--- src/rtl/spi_dac_receiver.sv ---
// spi_dac_receiver: MCP4911-style SPI DAC responder; deserializes 16-bit write frames and loads them on LD.
module spi_dac_receiver #(
    parameter int FRAME_BITS  = 16,
    parameter int DATA_W      = 10,
    parameter int SYNC_STAGES = 2
) (
    input  logic              sysclk,
    input  logic              reset_n,
    input  logic              dac_sck,
    input  logic              dac_sdi,
    input  logic              dac_cs,
    input  logic              dac_ld,
    output logic [DATA_W-1:0] data_out,
    output logic [3:0]        config_out,
    output logic              data_valid,
    output logic              frame_err,
    output logic [15:0]       frame_cnt,
    output logic              busy
);
    localparam int HOLD_W = FRAME_BITS - 2;
    localparam logic [4:0] CNT_FULL = 5'(FRAME_BITS);
    localparam logic [4:0] CNT_MAX  = 5'(FRAME_BITS + 1);

    typedef enum logic [1:0] {IDLE, SHIFT, HOLD} state_t;

    state_t                  state_q, state_d;
    logic [SYNC_STAGES-1:0]  sck_sync_q, sdi_sync_q, cs_sync_q, ld_sync_q;
    logic                    sck_prev_q, cs_prev_q, ld_prev_q;
    logic [4:0]              cnt_q, cnt_d;
    logic [FRAME_BITS-1:0]   sh_q, sh_d;
    logic [HOLD_W-1:0]       hold_q, hold_d;
    logic                    pend_q, pend_d;
    logic [DATA_W-1:0]       data_q, data_d;
    logic [3:0]              cfg_q, cfg_d;
    logic                    valid_q, valid_d, err_q, err_d;
    logic [15:0]             fcnt_q, fcnt_d;
    logic                    sck_s, sdi_s, cs_s, ld_s;
    logic                    sck_rise, cs_fall, cs_rise, ld_fall, load;

    assign sck_s    = sck_sync_q[SYNC_STAGES-1];
    assign sdi_s    = sdi_sync_q[SYNC_STAGES-1];
    assign cs_s     = cs_sync_q[SYNC_STAGES-1];
    assign ld_s     = ld_sync_q[SYNC_STAGES-1];
    assign sck_rise = sck_s & ~sck_prev_q;
    assign cs_fall  = ~cs_s & cs_prev_q;
    assign cs_rise  = cs_s & ~cs_prev_q;
    assign ld_fall  = ~ld_s & ld_prev_q;

    always_comb begin
        state_d = state_q;
        cnt_d   = cnt_q;
        sh_d    = sh_q;
        hold_d  = hold_q;
        pend_d  = pend_q;
        data_d  = data_q;
        cfg_d   = cfg_q;
        fcnt_d  = fcnt_q;
        valid_d = 1'b0;
        err_d   = 1'b0;
        load    = 1'b0;
        case (state_q)
            IDLE: begin
                if (cs_fall) begin
                    state_d = SHIFT;
                    cnt_d   = '0;
                    sh_d    = '0;
                end
            end
            SHIFT: begin
                if (cs_rise) begin
                    if (cnt_q == CNT_FULL && !sh_q[FRAME_BITS-1]) begin
                        hold_d  = sh_q[FRAME_BITS-1:2];
                        pend_d  = 1'b1;
                        state_d = HOLD;
                        load    = ld_fall;
                    end else begin
                        err_d   = 1'b1;
                        state_d = pend_q ? HOLD : IDLE;
                    end
                end else begin
                    if (sck_rise) begin
                        sh_d  = {sh_q[FRAME_BITS-2:0], sdi_s};
                        cnt_d = (cnt_q == CNT_MAX) ? CNT_MAX : cnt_q + 5'd1;
                    end
                    err_d = ld_fall;
                end
            end
            default: begin
                load = ld_fall;
                if (cs_fall) begin
                    state_d = SHIFT;
                    cnt_d   = '0;
                    sh_d    = '0;
                end
            end
        endcase
        // A load in the same cycle as a new cs fall must not swallow the new frame.
        if (load) begin
            data_d  = hold_d[DATA_W-1:0];
            cfg_d   = hold_d[HOLD_W-1 -: 4];
            valid_d = 1'b1;
            fcnt_d  = fcnt_q + 16'd1;
            pend_d  = 1'b0;
            state_d = (state_d == SHIFT) ? SHIFT : IDLE;
        end
    end

    always_ff @(posedge sysclk or negedge reset_n) begin
        if (!reset_n) begin
            sck_sync_q <= '0;
            sdi_sync_q <= '0;
            cs_sync_q  <= '1;
            ld_sync_q  <= '1;
            sck_prev_q <= 1'b0;
            cs_prev_q  <= 1'b1;
            ld_prev_q  <= 1'b1;
            state_q    <= IDLE;
            cnt_q      <= '0;
            sh_q       <= '0;
            hold_q     <= '0;
            pend_q     <= 1'b0;
            data_q     <= '0;
            cfg_q      <= '0;
            valid_q    <= 1'b0;
            err_q      <= 1'b0;
            fcnt_q     <= '0;
        end else begin
            sck_sync_q <= {sck_sync_q[SYNC_STAGES-2:0], dac_sck};
            sdi_sync_q <= {sdi_sync_q[SYNC_STAGES-2:0], dac_sdi};
            cs_sync_q  <= {cs_sync_q[SYNC_STAGES-2:0], dac_cs};
            ld_sync_q  <= {ld_sync_q[SYNC_STAGES-2:0], dac_ld};
            sck_prev_q <= sck_s;
            cs_prev_q  <= cs_s;
            ld_prev_q  <= ld_s;
            state_q    <= state_d;
            cnt_q      <= cnt_d;
            sh_q       <= sh_d;
            hold_q     <= hold_d;
            pend_q     <= pend_d;
            data_q     <= data_d;
            cfg_q      <= cfg_d;
            valid_q    <= valid_d;
            err_q      <= err_d;
            fcnt_q     <= fcnt_d;
        end
    end

    assign data_out   = data_q;
    assign config_out = cfg_q;
    assign data_valid = valid_q;
    assign frame_err  = err_q;
    assign frame_cnt  = fcnt_q;
    assign busy       = (state_q == SHIFT);
endmodule
--- config.mk ---
export PLATFORM = sky130hd
export DESIGN_NAME = spi_dac_receiver
export DESIGN_NICKNAME = d
export VERILOG_FILES = /design/src/rtl/spi_dac_receiver.sv
export SDC_FILE = /design/constraint.sdc
export NUM_CORES = 1
export LEC_CHECK = 0
export ABC_AREA = 0
export BUFFER_PORTS_ARGS = -buffer_cell sky130_fd_sc_hd__buf_2
export CAP_MARGIN = 20
export CORE_MARGIN = 1
export CORE_UTILIZATION = 38
export DETAILED_ROUTE_END_ITERATION = 6
export GPL_ROUTABILITY_DRIVEN = 0
export PLACE_DENSITY = 0.66
export SYNTH_ARGS = -nofsm -noshare
export SYNTH_HDL_FRONTEND = slang
export SYNTH_SLANG_ARGS = --single-unit
--- constraint.sdc ---
create_clock -name sysclk -period 2.55 [get_ports sysclk]
set_input_delay 0.255 -clock sysclk [delete_from_list [all_inputs] [get_ports sysclk]]
set_output_delay 0.255 -clock sysclk [all_outputs]
set_load 0.1 [all_outputs]
==> results.txt <==
NetSw - 0.634 mW
Routed WL - 5780 um
Worst-margin pin slew - 628 ps
Crit path max fanout - 15
Unrepaired setup endpoints after global routing - no
Clk_lat worst skew - 360 ps
TritonCTS Buffers - 9
Mapped Avg Cell Area - 12.8 um2
Post-route clock period utilization - 82.8%
Die span in x - 96.2 um
Post-synth design cell area - 3370 um2
GRT overflow - 0
Final Skew - 14.2 ps
Max-slew violation count - 0
Cts repair resizes - 0
Combinational Power Share - 7.6%
Share of layout cells above drive strength 1 - 31.7%
Nets - 324
Crit path required time - 2790 ps
Root buffer cell - clkbuf_8
Max clock buf depth - 2
Library cells used by synthesis - 38
Synth async-reset ratio - 100%
P_leak - 1.99 nW
H-tree Lvls - 3
P&R area growth vs syn - 17.0%
Die Ht - 96.2 um
Clock power share - 38.6%
Seq pwr share - 53.8%
Synth Flop Type - dfrtp_1
Reg clk slew, reported paths - 80 ps
Worst setup margin - 439 ps
Port Buf Inserts - 38
IO Count - 39
Crit path DAT - 2350 ps
Setup WS pre-CTS - 417 ps
VDD IR-drop max - 242 uV
Via count - 2,020
Hold Vio Cnt, Final - 0
Min Tclk post-route - 2110 ps
HP Class - flop to flop
Fmax achieved - 474 MHz
Clock sink count - 81
Biggest area consumer among synthesized cells - dfrtp_1
Detailed Routing Iterations Pass 1 - 4
Vias/cell - 4.73
First-pass GRT wire length - 9870 um
ANT nets after route - 0
Max_slew headroom - 58.2%
Vias in the first global route - 2,034
Max-Cap Viols - 0
Reg2Reg Setup Slack - 440 ps
Starting Density - 39.0%
Critical Path Source Type - flop
Final setup vio count - 0
Post-CTS Setup Inserts - 0
DRC - 0
Rows - 34
Sum Neg Setup Slack - 0 ps
Initial antenna violation count - 0
Cts hold-fix bufs - 5
Die area - 9250 um2
Flops & latches, synth - 81
Run status - complete, no violations
CTS tree - done
Area contributors post-synth - dfrtp_1 56%, mux2_4 7.1%, dfstp_2 4.7%
Power per standard cell area - 640 nW/um2
Synthesized instance count - 264
Wire per inst - 13.5 um
Core area - 8640 um2
Crit end category - flop
Post-DP HPWL - 3870 um
Initial detailed-routing violation count - 94
EDFF count, synth - 0
Sequential-to-total area share from yosys stat - 60.3%
Top-area cell type share of the netlist area - 55.7%
Switching Share - 25.1%
WS Path Type - flop to flop
Warnings, synthesis - 0
Largest net degree at the start of global routing - 46
Pint - 1.89 mW
Syn nets - 274
Antenna diodes - 0
R2R cell count - 4
Gr usage total - 14.5%
Hold path depth - 0
[worst max-delay path, cell delays in order (launching register included)]
cell and delay [ps]:
dfstp_2 550, nor2b_1 390, nand4_4 380, mux2_4 420, mux2_4 250
[area by class of cell]
| class | instances | area, um2 |
|---|---|---|
| multi-input cells | 168 | 1260 |
| inverters | 6 | 22.5 |
| flip-flops and latches | 81 | 2030 |
| well taps | 108 | 135 |
| clock inverters | 5 | 63.8 |
| clock buffers | 11 | 151 |
| repair buffers | 48 | 280 |
| fillers | 778 | 4690 |
[layout by cell type, fill, tap and decap left out, types with 3 or more instances in the layout]
cell | synthesis | final
nand2b_1 | 5 | 5
inv_1 | 5 | 5
dfrtp_1 | 75 | 75
nand4_1 | 3 | 3
a21oi_1 | 4 | 4
nor2_1 | 3 | 3
clkbuf_8 | 0 | 11
dfstp_2 | 6 | 6
clkinv_4 | 0 | 3
buf_4 | 0 | 6
buf_2 | 0 | 37
nand3_1 | 10 | 10
xor2_1 | 16 | 16
nor3_1 | 7 | 7
ha_1 | 4 | 4
mux2_2 | 12 | 12
dlygate4sd3_1 | 0 | 5
o21ai_0 | 22 | 22
nand2_1 | 41 | 41
mux2_4 | 16 | 16
[flip-flops by register name (all words and copies together), names as in the netlist]
name,flops
cnt_q,5
config_out,4
cs_prev_q,1
cs_sync_q,2
data_out,10
data_valid,1
frame_cnt,16
frame_err,1
hold_q,14
ld_prev_q,1
ld_sync_q,2
pend_q,1
sck_prev_q,1
sck_sync_q,2
sdi_sync_q,2
sh_q,16
state_q,2
[metrics by stage]
stage          power [mW]  utilization (%)  instance area (um2)  cells  hold slack [ps]
2_1_floorplan        1.50                -                 3370    264            -40.6
3_3_place_gp         1.57             42.6                 3680    406              297
3_5_place_dp         1.57             42.6                 3680    406              297
4_1_cts              2.56             45.7                 3950    427              354
5_1_grt              2.65             45.7                 3950    427              369
6_report             2.52             45.7                 3950    427              355
[power by group through the flow]
stage                     registers (mW)  logic [mW]  clock network (mW)
after floorplan                     1.39       0.117                   0
after global placement              1.38       0.185                   0
after detailed placement            1.38       0.189                   0
after CTS                           1.36       0.196                1.01
after global routing                1.37       0.220                1.07
final                               1.36       0.192               0.974
[cell families (layout without fill, tap and decap cells)]
kind of cell,count (synthesis),count (layout),synth area share (%)
adders and majority gates,4,4,1.48
xor gates and xnor gates,17,17,4.42
and+or+nand+nor,87,87,14.2
DFF,81,81,60.3
AOI/OAI and AO/OA,32,32,6.05
buffers and inverters,15,70,2.34
muxes,28,28,11.1
[Yosys cell counts (3+ instances only)]
cell	count
o21ai_0	22
ha_1	4
nor2_1	3
nand4_1	3
a21oi_1	4
dfrtp_1	75
nand2b_1	5
inv_1	5
nor3_1	7
xor2_1	16
nand2_1	41
clkbuf_1	5
dfstp_2	6
nand3_1	10
buf_6	3
mux2_2	12
mux2_4	16
[path summary, 6_finish.rpt]
kind / from / to
min: sdi_sync_q[0] / sdi_sync_q[1]
max in group asynchronous: reset_n / cs_prev_q
min in group asynchronous: reset_n / frame_err
max: cs_sync_q[1] / data_out[9]
max reg2reg: cs_sync_q[1] / data_out[9]
min reg2reg: sdi_sync_q[0] / sdi_sync_q[1]
[layer usage]
layer,global-route usage (%),vias up,share of wire [%]
met1,20.1,976,50
met3,3.79,10,3.7
li1,-,1007,-
met2,20.6,27,44
met4,7.84,0,2.2
met5,0,-,0
No activity file was read; power rests on OpenSTA's default activity.
